==> src/rtl/gmac_tx_chan_arb_if.sv <==
// Handshake bundle between the TX byte sources and the channel arbiter.
// Sources drive through 'master'; the arbiter attaches through 'slave'.
interface gmac_tx_chan_arb_if #(
  parameter int NCH = 2,
  parameter int DW  = 8
);
  localparam int GW = (NCH > 1) ? $clog2(NCH) : 1;

  logic [NCH-1:0]    ValIn;
  logic [NCH-1:0]    SoFIn;
  logic [NCH-1:0]    EoFIn;
  logic [NCH-1:0]    ReqIn;
  logic [NCH*DW-1:0] DataIn;
  logic [NCH-1:0]    ReqConfirm;
  logic              ValOut;
  logic              SoFOut;
  logic              EoFOut;
  logic [DW-1:0]     DataOut;
  logic              ErrOut;
  logic [GW-1:0]     GrantIdx;
  logic              Busy;

  modport master (
    output ValIn, SoFIn, EoFIn, ReqIn, DataIn,
    input  ReqConfirm, ValOut, SoFOut, EoFOut, DataOut, ErrOut, GrantIdx, Busy
  );

  modport slave (
    input  ValIn, SoFIn, EoFIn, ReqIn, DataIn,
    output ReqConfirm, ValOut, SoFOut, EoFOut, DataOut, ErrOut, GrantIdx, Busy
  );
endinterface

==> src/rtl/gmac_tx_chan_arb.sv <==
// Round-robin TX channel arbiter/mux with idle-timeout abort and inter-frame gap.
// Optional GMAC_ARB_PRIO0_EN: channel 0 gets strict priority over the round-robin group.
//
// state    | meaning
// IDLE     | no grant; requests sampled, winner chosen
// WAIT_SOF | grant issued, waiting for the first (SoF) beat
// XFER     | frame in progress, forwarding beats until EoF
// GAP      | inter-frame gap after EoF / release / abort
module gmac_tx_chan_arb #(
  parameter int NCH     = 2,
  parameter int DW      = 8,
  parameter int IFG     = 12,
  parameter int TIMEOUT = 1023
) (
  input logic               clk125,
  input logic               rst_n,
  gmac_tx_chan_arb_if.slave bus
);
  localparam int GW = (NCH > 1) ? $clog2(NCH) : 1;
  localparam int TW = $clog2(TIMEOUT);
  localparam int CW = (IFG > 1) ? $clog2(IFG) : 1;
  localparam logic [TW-1:0] TLOAD = TW'(TIMEOUT - 1);
  localparam logic [CW-1:0] GLOAD = CW'((IFG > 0) ? IFG - 1 : 0);
`ifdef GMAC_ARB_PRIO0_EN
  localparam int RR_LO = 1;
`else
  localparam int RR_LO = 0;
`endif

  typedef enum logic [1:0] {IDLE, WAIT_SOF, XFER, GAP} state_t;

  state_t         state, state_nxt;
  logic [GW-1:0]  ptr, ptr_nxt, gidx, gidx_nxt, win;
  logic [NCH-1:0] conf, conf_nxt;
  logic           val_q, val_nxt, sof_q, sof_nxt, eof_q, eof_nxt, err_q, err_nxt;
  logic [DW-1:0]  data_q, data_nxt;
  logic [TW-1:0]  tcnt, tcnt_nxt;
  logic [CW-1:0]  gcnt, gcnt_nxt;
  logic           prio0, tc_hit, gap_done, any_req;
  logic           g_val, g_sof, g_eof, g_req;
  logic [DW-1:0]  g_data;
  logic [DW-1:0]  data_ch [NCH];

  for (genvar i = 0; i < NCH; i++) begin : g_ch
    assign data_ch[i] = bus.DataIn[i*DW +: DW];
  end

  assign g_val    = bus.ValIn[gidx];
  assign g_sof    = bus.SoFIn[gidx];
  assign g_eof    = bus.EoFIn[gidx];
  assign g_req    = bus.ReqIn[gidx];
  assign g_data   = data_ch[gidx];
  assign tc_hit   = (tcnt == '0);
  assign gap_done = (gcnt == '0);
  assign any_req  = |bus.ReqIn;

`ifdef GMAC_ARB_PRIO0_EN
  assign prio0 = bus.ReqIn[0];
`else
  assign prio0 = 1'b0;
`endif

  // Winner search starts just after the last round-robin grant.
  always_comb begin
    int j;
    logic found;
    win   = ptr;
    found = 1'b0;
    for (int i = 1; i <= NCH; i++) begin
      j = int'(ptr) + i;
      if (j >= NCH) j -= NCH;
      if (!found && j >= RR_LO && bus.ReqIn[j[GW-1:0]]) begin
        win   = j[GW-1:0];
        found = 1'b1;
      end
    end
    if (prio0) win = '0;
  end

  always_ff @(posedge clk125 or negedge rst_n) begin
    if (!rst_n) begin
      state  <= IDLE;
      ptr    <= GW'(NCH - 1);
      gidx   <= '0;
      conf   <= '0;
      val_q  <= 1'b0;
      sof_q  <= 1'b0;
      eof_q  <= 1'b0;
      err_q  <= 1'b0;
      data_q <= '0;
      tcnt   <= '0;
      gcnt   <= '0;
    end else begin
      state  <= state_nxt;
      ptr    <= ptr_nxt;
      gidx   <= gidx_nxt;
      conf   <= conf_nxt;
      val_q  <= val_nxt;
      sof_q  <= sof_nxt;
      eof_q  <= eof_nxt;
      err_q  <= err_nxt;
      data_q <= data_nxt;
      tcnt   <= tcnt_nxt;
      gcnt   <= gcnt_nxt;
    end
  end

  always_comb begin
    state_nxt = state;
    case (state)
      IDLE:     if (any_req) state_nxt = WAIT_SOF;
      WAIT_SOF: begin
        if (!g_req)              state_nxt = GAP;
        else if (g_val && g_sof) state_nxt = g_eof ? GAP : XFER;
        else if (tc_hit)         state_nxt = GAP;
      end
      XFER: begin
        if (g_val) begin
          if (g_eof) state_nxt = GAP;
        end else if (tc_hit) begin
          state_nxt = GAP;
        end
      end
      GAP:      if (gap_done) state_nxt = IDLE;
      default:  state_nxt = IDLE;
    endcase
  end

  // An accepted beat outranks a same-cycle timeout, so EoF always wins.
  always_comb begin
    conf_nxt = conf;
    gidx_nxt = gidx;
    ptr_nxt  = ptr;
    val_nxt  = 1'b0;
    sof_nxt  = 1'b0;
    eof_nxt  = 1'b0;
    err_nxt  = 1'b0;
    data_nxt = data_q;
    tcnt_nxt = tcnt;
    gcnt_nxt = gcnt;
    case (state)
      IDLE: if (any_req) begin
        conf_nxt      = '0;
        conf_nxt[win] = 1'b1;
        gidx_nxt      = win;
        if (!prio0) ptr_nxt = win;
        tcnt_nxt      = TLOAD;
      end
      WAIT_SOF: begin
        if (!g_req) begin
          conf_nxt = '0;
        end else if (g_val && g_sof) begin
          val_nxt  = 1'b1;
          sof_nxt  = 1'b1;
          eof_nxt  = g_eof;
          data_nxt = g_data;
          tcnt_nxt = TLOAD;
          if (g_eof) conf_nxt = '0;
        end else begin
          err_nxt = g_val;
          if (tc_hit) begin
            err_nxt  = 1'b1;
            conf_nxt = '0;
          end else begin
            tcnt_nxt = tcnt - 1'b1;
          end
        end
      end
      XFER: begin
        if (g_val) begin
          val_nxt  = 1'b1;
          sof_nxt  = g_sof;
          eof_nxt  = g_eof;
          err_nxt  = g_sof;
          data_nxt = g_data;
          tcnt_nxt = TLOAD;
          if (g_eof) conf_nxt = '0;
        end else if (tc_hit) begin
          eof_nxt  = 1'b1;
          err_nxt  = 1'b1;
          data_nxt = '0;
          conf_nxt = '0;
        end else begin
          tcnt_nxt = tcnt - 1'b1;
        end
      end
      GAP:     if (!gap_done) gcnt_nxt = gcnt - 1'b1;
      default: ;
    endcase
    if (state != GAP && state_nxt == GAP) gcnt_nxt = GLOAD;
  end

  assign bus.ReqConfirm = conf;
  assign bus.ValOut     = val_q;
  assign bus.SoFOut     = sof_q;
  assign bus.EoFOut     = eof_q;
  assign bus.DataOut    = data_q;
  assign bus.ErrOut     = err_q;
  assign bus.GrantIdx   = gidx;
  assign bus.Busy       = (state != IDLE);
endmodule
==> src/flat_wrapper.sv <==
// flat-port wrapper written by rule: the top's interface ports become plain ports
module gmac_tx_chan_arb_flat 
#(
  parameter int NCH     = 2,
  parameter int DW      = 8,
  parameter int IFG     = 12,
  parameter int TIMEOUT = 1023
)
  (clk125, rst_n, bus_ValIn, bus_SoFIn, bus_EoFIn, bus_ReqIn, bus_DataIn, bus_ReqConfirm, bus_ValOut, bus_SoFOut, bus_EoFOut, bus_DataOut, bus_ErrOut, bus_GrantIdx, bus_Busy);
  gmac_tx_chan_arb_if #(.NCH(NCH), .DW(DW)) bus_i ();
  input logic clk125;
  input logic rst_n;
  input wire logic [$bits(bus_i.ValIn)-1:0] bus_ValIn;
  input wire logic [$bits(bus_i.SoFIn)-1:0] bus_SoFIn;
  input wire logic [$bits(bus_i.EoFIn)-1:0] bus_EoFIn;
  input wire logic [$bits(bus_i.ReqIn)-1:0] bus_ReqIn;
  input wire logic [$bits(bus_i.DataIn)-1:0] bus_DataIn;
  output wire logic [$bits(bus_i.ReqConfirm)-1:0] bus_ReqConfirm;
  output wire logic [$bits(bus_i.ValOut)-1:0] bus_ValOut;
  output wire logic [$bits(bus_i.SoFOut)-1:0] bus_SoFOut;
  output wire logic [$bits(bus_i.EoFOut)-1:0] bus_EoFOut;
  output wire logic [$bits(bus_i.DataOut)-1:0] bus_DataOut;
  output wire logic [$bits(bus_i.ErrOut)-1:0] bus_ErrOut;
  output wire logic [$bits(bus_i.GrantIdx)-1:0] bus_GrantIdx;
  output wire logic [$bits(bus_i.Busy)-1:0] bus_Busy;
  assign bus_i.ValIn = bus_ValIn;
  assign bus_i.SoFIn = bus_SoFIn;
  assign bus_i.EoFIn = bus_EoFIn;
  assign bus_i.ReqIn = bus_ReqIn;
  assign bus_i.DataIn = bus_DataIn;
  assign bus_ReqConfirm = bus_i.ReqConfirm;
  assign bus_ValOut = bus_i.ValOut;
  assign bus_SoFOut = bus_i.SoFOut;
  assign bus_EoFOut = bus_i.EoFOut;
  assign bus_DataOut = bus_i.DataOut;
  assign bus_ErrOut = bus_i.ErrOut;
  assign bus_GrantIdx = bus_i.GrantIdx;
  assign bus_Busy = bus_i.Busy;
  gmac_tx_chan_arb #(.NCH(NCH), .DW(DW), .IFG(IFG), .TIMEOUT(TIMEOUT)) u_core (.clk125(clk125), .rst_n(rst_n), .bus(bus_i));
endmodule
==> config.mk <==
export PLATFORM = sky130hd
export DESIGN_NAME = gmac_tx_chan_arb_flat
export DESIGN_NICKNAME = d
export VERILOG_FILES = /design/src/rtl/gmac_tx_chan_arb_if.sv /design/src/rtl/gmac_tx_chan_arb.sv /design/src/flat_wrapper.sv
export SDC_FILE = /design/constraint.sdc
export NUM_CORES = 1
export LEC_CHECK = 0
export ABC_AREA = 1
export CAP_MARGIN = 15
export CORE_ASPECT_RATIO = 1.5
export CORE_UTILIZATION = 45
export DETAILED_ROUTE_END_ITERATION = 8
export HOLD_SLACK_MARGIN = 0.12
export PLACE_DENSITY_LB_ADDON = 0.05
export SLEW_MARGIN = 20
export SYNTH_ARGS = -nofsm -noshare
export SYNTH_HDL_FRONTEND = slang
export SYNTH_SLANG_ARGS = --single-unit
==> constraint.sdc <==
create_clock -name clk125 -period 2.1 [get_ports clk125]
set_input_delay 0.315 -clock clk125 [delete_from_list [all_inputs] [get_ports clk125]]
set_output_delay 0.315 -clock clk125 [all_outputs]
set_load 0.02 [all_outputs]
==> After elaboration in Yosys (flattened, before gate mapping) <==
Cells that the tools add are included.
{ "totals": {"regBits": 32, "input_bits": 26, "output_inout_bits": 16, "elab_cells": 126} }
{ "classes": {"add_sub_neg": 6, "n_lt_le_gt_ge": 10, "eq_ne": 10, "n_mux": 68, "bitwise_logic": 1, "n_reduce_logical": 20} }
{ "op_table": {"columns": ["cell", "count"], "rows": [
  ["32-bit by 1-bit >= comparator with 1-bit output, second input constant", 2],
  ["32-bit by 3-bit >= comparator with 1-bit output, second input constant", 2],
  ["32-bit 2-to-1 mux", 2],
  ["32-bit by 3-bit subtractor with 32-bit output, second input constant", 2],
  ["8-bit 2-to-1 mux", 7],
  ["10-bit 2-to-1 mux", 5],
  ["10-bit case mux with 3 select lines", 1],
  ["1-bit 2-to-1 mux", 29],
  ["2-bit 2-to-1 mux", 13],
  ["8-bit case mux with 2 select lines", 1],
  ["4-bit 2-to-1 mux", 3],
  ["10-bit logical NOT", 1],
  ["10-bit by 1-bit subtractor with 10-bit output, second input constant", 1],
  ["1-bit by 2-bit < comparator with 1-bit output, second input constant", 4],
  ["1-bit case mux with 2 select lines", 4],
  ["2-bit case mux with 4 select lines", 1],
  ["2-bit equality test, second input constant", 3],
  ["1-bit logical AND", 6],
  ["2-bit by 1-bit inequality test with 1-bit output, second input constant", 3],
  ["2-bit case mux with 3 select lines", 1],
  ["2-bit AND reduction", 3],
  ["2-bit nonzero test", 3],
  ["4-bit logical NOT", 1],
  ["2-bit inequality test, second input constant", 2],
  ["other kinds (15)", 15]
]} }

==> Logic depth before layout (Yosys ltp) <==
{ "depth": {"word_depth": 17, "depth_mapped": 12, "mapped_depth_nobuf": 12} }

==> Worst setup path after synthesis <==
OpenSTA, ideal clock, no wires.
{ "synth_timing": {"path_kind": "register -> register", "from": "register u_core.state[0]", "to": "register u_core.tcnt[2]", "setup_ps": 123, "t_arrival_ps": 1464, "required_ps": 1977, "path_slack_ps": 513, "stages_incl_launch_ff": 9, "n_path_buf": 0, "period_less_slack_ps": 1587, "path_cell_list": "dfrtp_1 > inv_1 > ha_1 > inv_1 > nor2_1 > nor2_2 > nand3_4 > a31oi_1 > a21oi_1"} }
{ "synth_via": {"elab_chain_len": 3, "word_cells_on_any_way": 8, "cone_classes": "eq/ne: 4; mux: 1; reduce/logical: 3"} }
{ "synth_lines": {"columns": ["item", "line_no", "source"], "rows": [
  ["from (decl)", "gmac_tx_chan_arb.sv:32", "state_t state, state_nxt;"],
  ["from (signal assigned)", "gmac_tx_chan_arb.sv:94", "state <= state_nxt;"],
  ["2-bit by 1-bit equality test with 1-bit output (tied with other cells)", "gmac_tx_chan_arb.sv:141", "case (state)"],
  ["2-bit by 1-bit inequality test with 1-bit output (no source line) / 3-bit nonzero test (equally long branches)", null, null],
  ["3-bit AND reduction (no source line)", null, null],
  ["to (signal assigned)", "gmac_tx_chan_arb.sv:103", "tcnt <= tcnt_nxt;"],
  ["to (decl)", "gmac_tx_chan_arb.sv:37", "logic [TW-1:0] tcnt, tcnt_nxt;"]
]} }
Parallel ways exist; a longest one is shown, timed or not.
A chain may end at the register's enable or synchronous reset.

==> Final worst setup path <==
Ends and elaborated chain as after synthesis.

==> run_results.csv <==
group,metric,value,unit
sta,setup_viol,0,
floorplanning,num_rows,30,
cells_and_area,final_area,2760,um2
detailed_routing,viasPerCell,4.91,
cts,clock_path_buffers,2,
place,port_buffers,41,
logic_synthesis,synthTopCellsByArea,"dfrtp_1 (36%), inv_1 (8.8%), nand2_1 (8.1%), a21oi_1 (4.6%), ha_1 (4.6%)",
logic_synthesis,yosysSeqAreaShare,0.370,
floorplanning,core_area,4580,um2
worst_setup_path,max_stage_delay,450,ps
grt,grt_util_all_layers,0.218,
worst_setup_path,worst-endpoint-arrival,2060,ps
logic_synthesis,avgSynthCellArea,7.91,um2
cells_and_area,final_core_util,0.602,
cts,cts-root-buf,"clkbuf_8",
floorplanning,io_pins,42,
power,p_per_area,1520,nW/um2
grt,grt_pass1_vias,1926,
sta,slew_headroom,0.722,
place,dpl_cell_area,2670,um2
detailed_routing,routedWlPerCell,12.6,um
outcome,status,"finished, final reports clean",
detailed_routing,dr.pass1.iters,4,
cts,clk_latency,290,ps
power,power_frac_comb,0.621,
sta,slew_violations,0,
job,drv_cap,0,
sta,hold_violations,0,
worst_setup_path,critPathLaunchType,"flop",
worst_setup_path,path_common_cell,"inv_1",
place,place.gp.congestion,0.836,
logic_synthesis,synth.cell_area,2170,um2
detailed_routing,vias,1911,
grt,antenna_found_initial,0,
cells_and_area,layout.nets,358,
worst_setup_path,worst_path_max_delay_cell,"dfrtp_1",
sta,tightest_slew,415,ps
power,p_int,2.18,mW
logic_synthesis,synth_fp_nets,308,
cts,htreeDepth,2,
logic_synthesis,ys_ff_latch,32,
worst_setup_path,reg2reg_to,"u_core.tcnt[2]",
cts,cts_buffers,5,
worst_setup_path,r2r_slack,210,ps
sta,min_period,1890,ps
power,p_leak,1.33,nW
sta,rsz0062_at_grt,"no",
power,seq_power_share,0.262,
power,power_frac_clock,0.117,
logic_synthesis,yosysUniqueCellTypes,30,
floorplanning,die-area,5110,um2
detailed_routing,drt_iter0_drc,68,
worst_setup_path,r2r-start,"u_core.state[0]",
floorplanning,start_util,0.473,
cts,cts_sinks,32,
worst_setup_path,cp-end-kind,"flop",
sta,max_freq,529,MHz
floorplanning,die_x,58.7,um
worst_setup_path,r2r_cells,6,
power,power.switching,2.02,mW
worst_setup_path,crit_fanout,6,
detailed_routing,drc,0,
cells_and_area,layout-drive-gt1-share,0.142,
logic_synthesis,synth_top_cell_area_share,0.358,
logic_synthesis,yosys.area.top_type,"dfrtp_1",
logic_synthesis,synthCells,274,
sta,setup_tns,0,ps
worst_setup_path,worstPathRequired,2270,ps
detailed_routing,drt_wl_total,4.88,mm
cts,cts_tree,"done",
worst_setup_path,path_buf_inv,2,
sta,timing.final.crit_share,0.900,
grt,grt_overflow,0,
cts,cts_hold_buf,0,
detailed_routing,antenna_left,0,
logic_synthesis,yosys_warnings,0,
min_path,hold_class,"in2async",
cells_and_area,antennaDiodeCount,0,
cells_and_area,syn2layout_area_growth,27.2,%
sta,final.setup_skew,6.46,ps
place,place_hpwl,3.78,mm
worst_setup_path,cpLargestDelayFamily,"flip-flops",
grt,grt_pass1_wl,8.40,mm
worst_setup_path,cp_cell_sequence,"inv_1 -> ha_1 -> nor2_1 -> inv_1 -> a31oi_1 -> a21oi_1",
grt,grt_start_max_net_pins,33,
cts,clkTransAtPathRegs,70,ps
floorplanning,dieHeight,87.0,um
power,vdd.ir_drop.worst,0.801,mV
worst_setup_path,criticalPathCategory,"reg2reg",
power,switching_share,0.482,
power,design_power_total,4.20,mW
-- per-layer routing --
layer | GRT usage | part of all wire | vias to the layer above
met1 | 0.227 | 0.40 | 899
met3 | 0.0431 | 0.023 | 9
li1 | - | - | 983
met5 | 0 | 0 | -
met4 | 0.0931 | 0.021 | 0
met2 | 0.413 | 0.55 | 20
-- stage by stage --
stage | hold WS [ps] | std cells | setup slack, ps
finish | 417 | 389 | 209
global route | 475 | 389 | 23.4
CTS | 443 | 389 | 215
detailed placement | 506 | 381 | 166
global placement | 497 | 381 | 200
floorplan | 19.4 | 274 | 513
-- area by class of cell --
cell class / instances / area, um2
Sequential cell: 32 / 802
Clock buffer: 8 / 90.1
Inverter: 54 / 203
Tap cell: 64 / 80.1
Multi-Input combinational cell: 187 / 1150
Timing Repair Buffer: 44 / 432
Fill cell: 449 / 1820
-- Yosys cell counts (all sizes together) --
master	number
nand2	58
inv	54
dfrtp	31
nor2	27
a21oi	25
nand3	24
o21ai	14
o22ai	10
ha	8
mux2i	8
xor2	4
nand4	3
nor3	2
a21boi	1
a22oi	1
a31oi	1
buf	1
dfstp	1
o21bai	1
-- power groups by stage --
stage / logic [mW] / registers (mW) / clock network (mW)
6_report: 2.61 / 1.10 / 0.491
5_1_grt: 2.91 / 1.13 / 0.533
4_1_cts: 2.64 / 1.10 / 0.508
3_5_place_dp: 2.63 / 1.11 / 0
3_3_place_gp: 2.61 / 1.11 / 0
2_1_floorplan: 1.77 / 1.21 / 0
-- how the worst max path moves through the flow --
stage | slack, ps | depth (start not counted) | end | start
6_report | 210 | 6 | u_core.tcnt[2] | u_core.state[0]
5_1_grt | 20 | 8 | u_core.tcnt[8] | u_core.state[0]
4_1_cts | 210 | 6 | u_core.tcnt[2] | u_core.state[0]
3_5_place_dp | 170 | 9 | u_core.gcnt[2] | bus_ReqIn[0]
3_3_place_gp | 200 | 10 | u_core.bus.DataOut[3] | bus_ReqIn[1]
2_1_floorplan | 510 | 8 | u_core.tcnt[2] | u_core.state[0]
-- layout by cell type (no fill, tap or decap), types with 4 or more instances in the layout --
master,count
xor2_1,4
mux2i_1,8
nor2_2,4
nand3_1,14
nand2_1,47
o22ai_1,10
o21ai_0,10
clkdlybuf4s50_1,40
dfrtp_1,31
clkbuf_8,6
inv_1,51
nand2_4,6
a21oi_1,20
nand2_2,5
ha_1,8
nand3_2,8
nor2_1,22
-- logic make-up after synthesis --
kind of cell / count (synthesis) / share of synthesized area
AND/OR/NAND/NOR: 114 / 0.280
adder cells (fa/ha/maj): 8 / 0.0462
multiplexers: 8 / 0.0369
XOR/XNOR: 4 / 0.0162
AO/OA/AOI/OAI: 53 / 0.152
flip-flops: 32 / 0.370
buffers and inverters: 55 / 0.0987
-- timing repair --
action / 4_1_cts / 5_1_grt
resized for setup: 1 / 0
setup endpoints to repair: 1 / 0
setup buffers: 0 / 0
endpoints found under the hold margin: 0 / 0
-- registers in the layout, indices dropped and copies added (netlist names) --
name / cells
u_core.bus.ReqConfirm: 2
u_core.bus.DataOut: 8
u_core.bus.SoFOut: 1
u_core.bus.EoFOut: 1
u_core.bus.ValOut: 1
u_core.state: 2
u_core.ptr: 1
u_core.gcnt: 4
u_core.bus.GrantIdx: 1
u_core.bus.ErrOut: 1
u_core.tcnt: 10
Power figures use the tool's default switching activity.
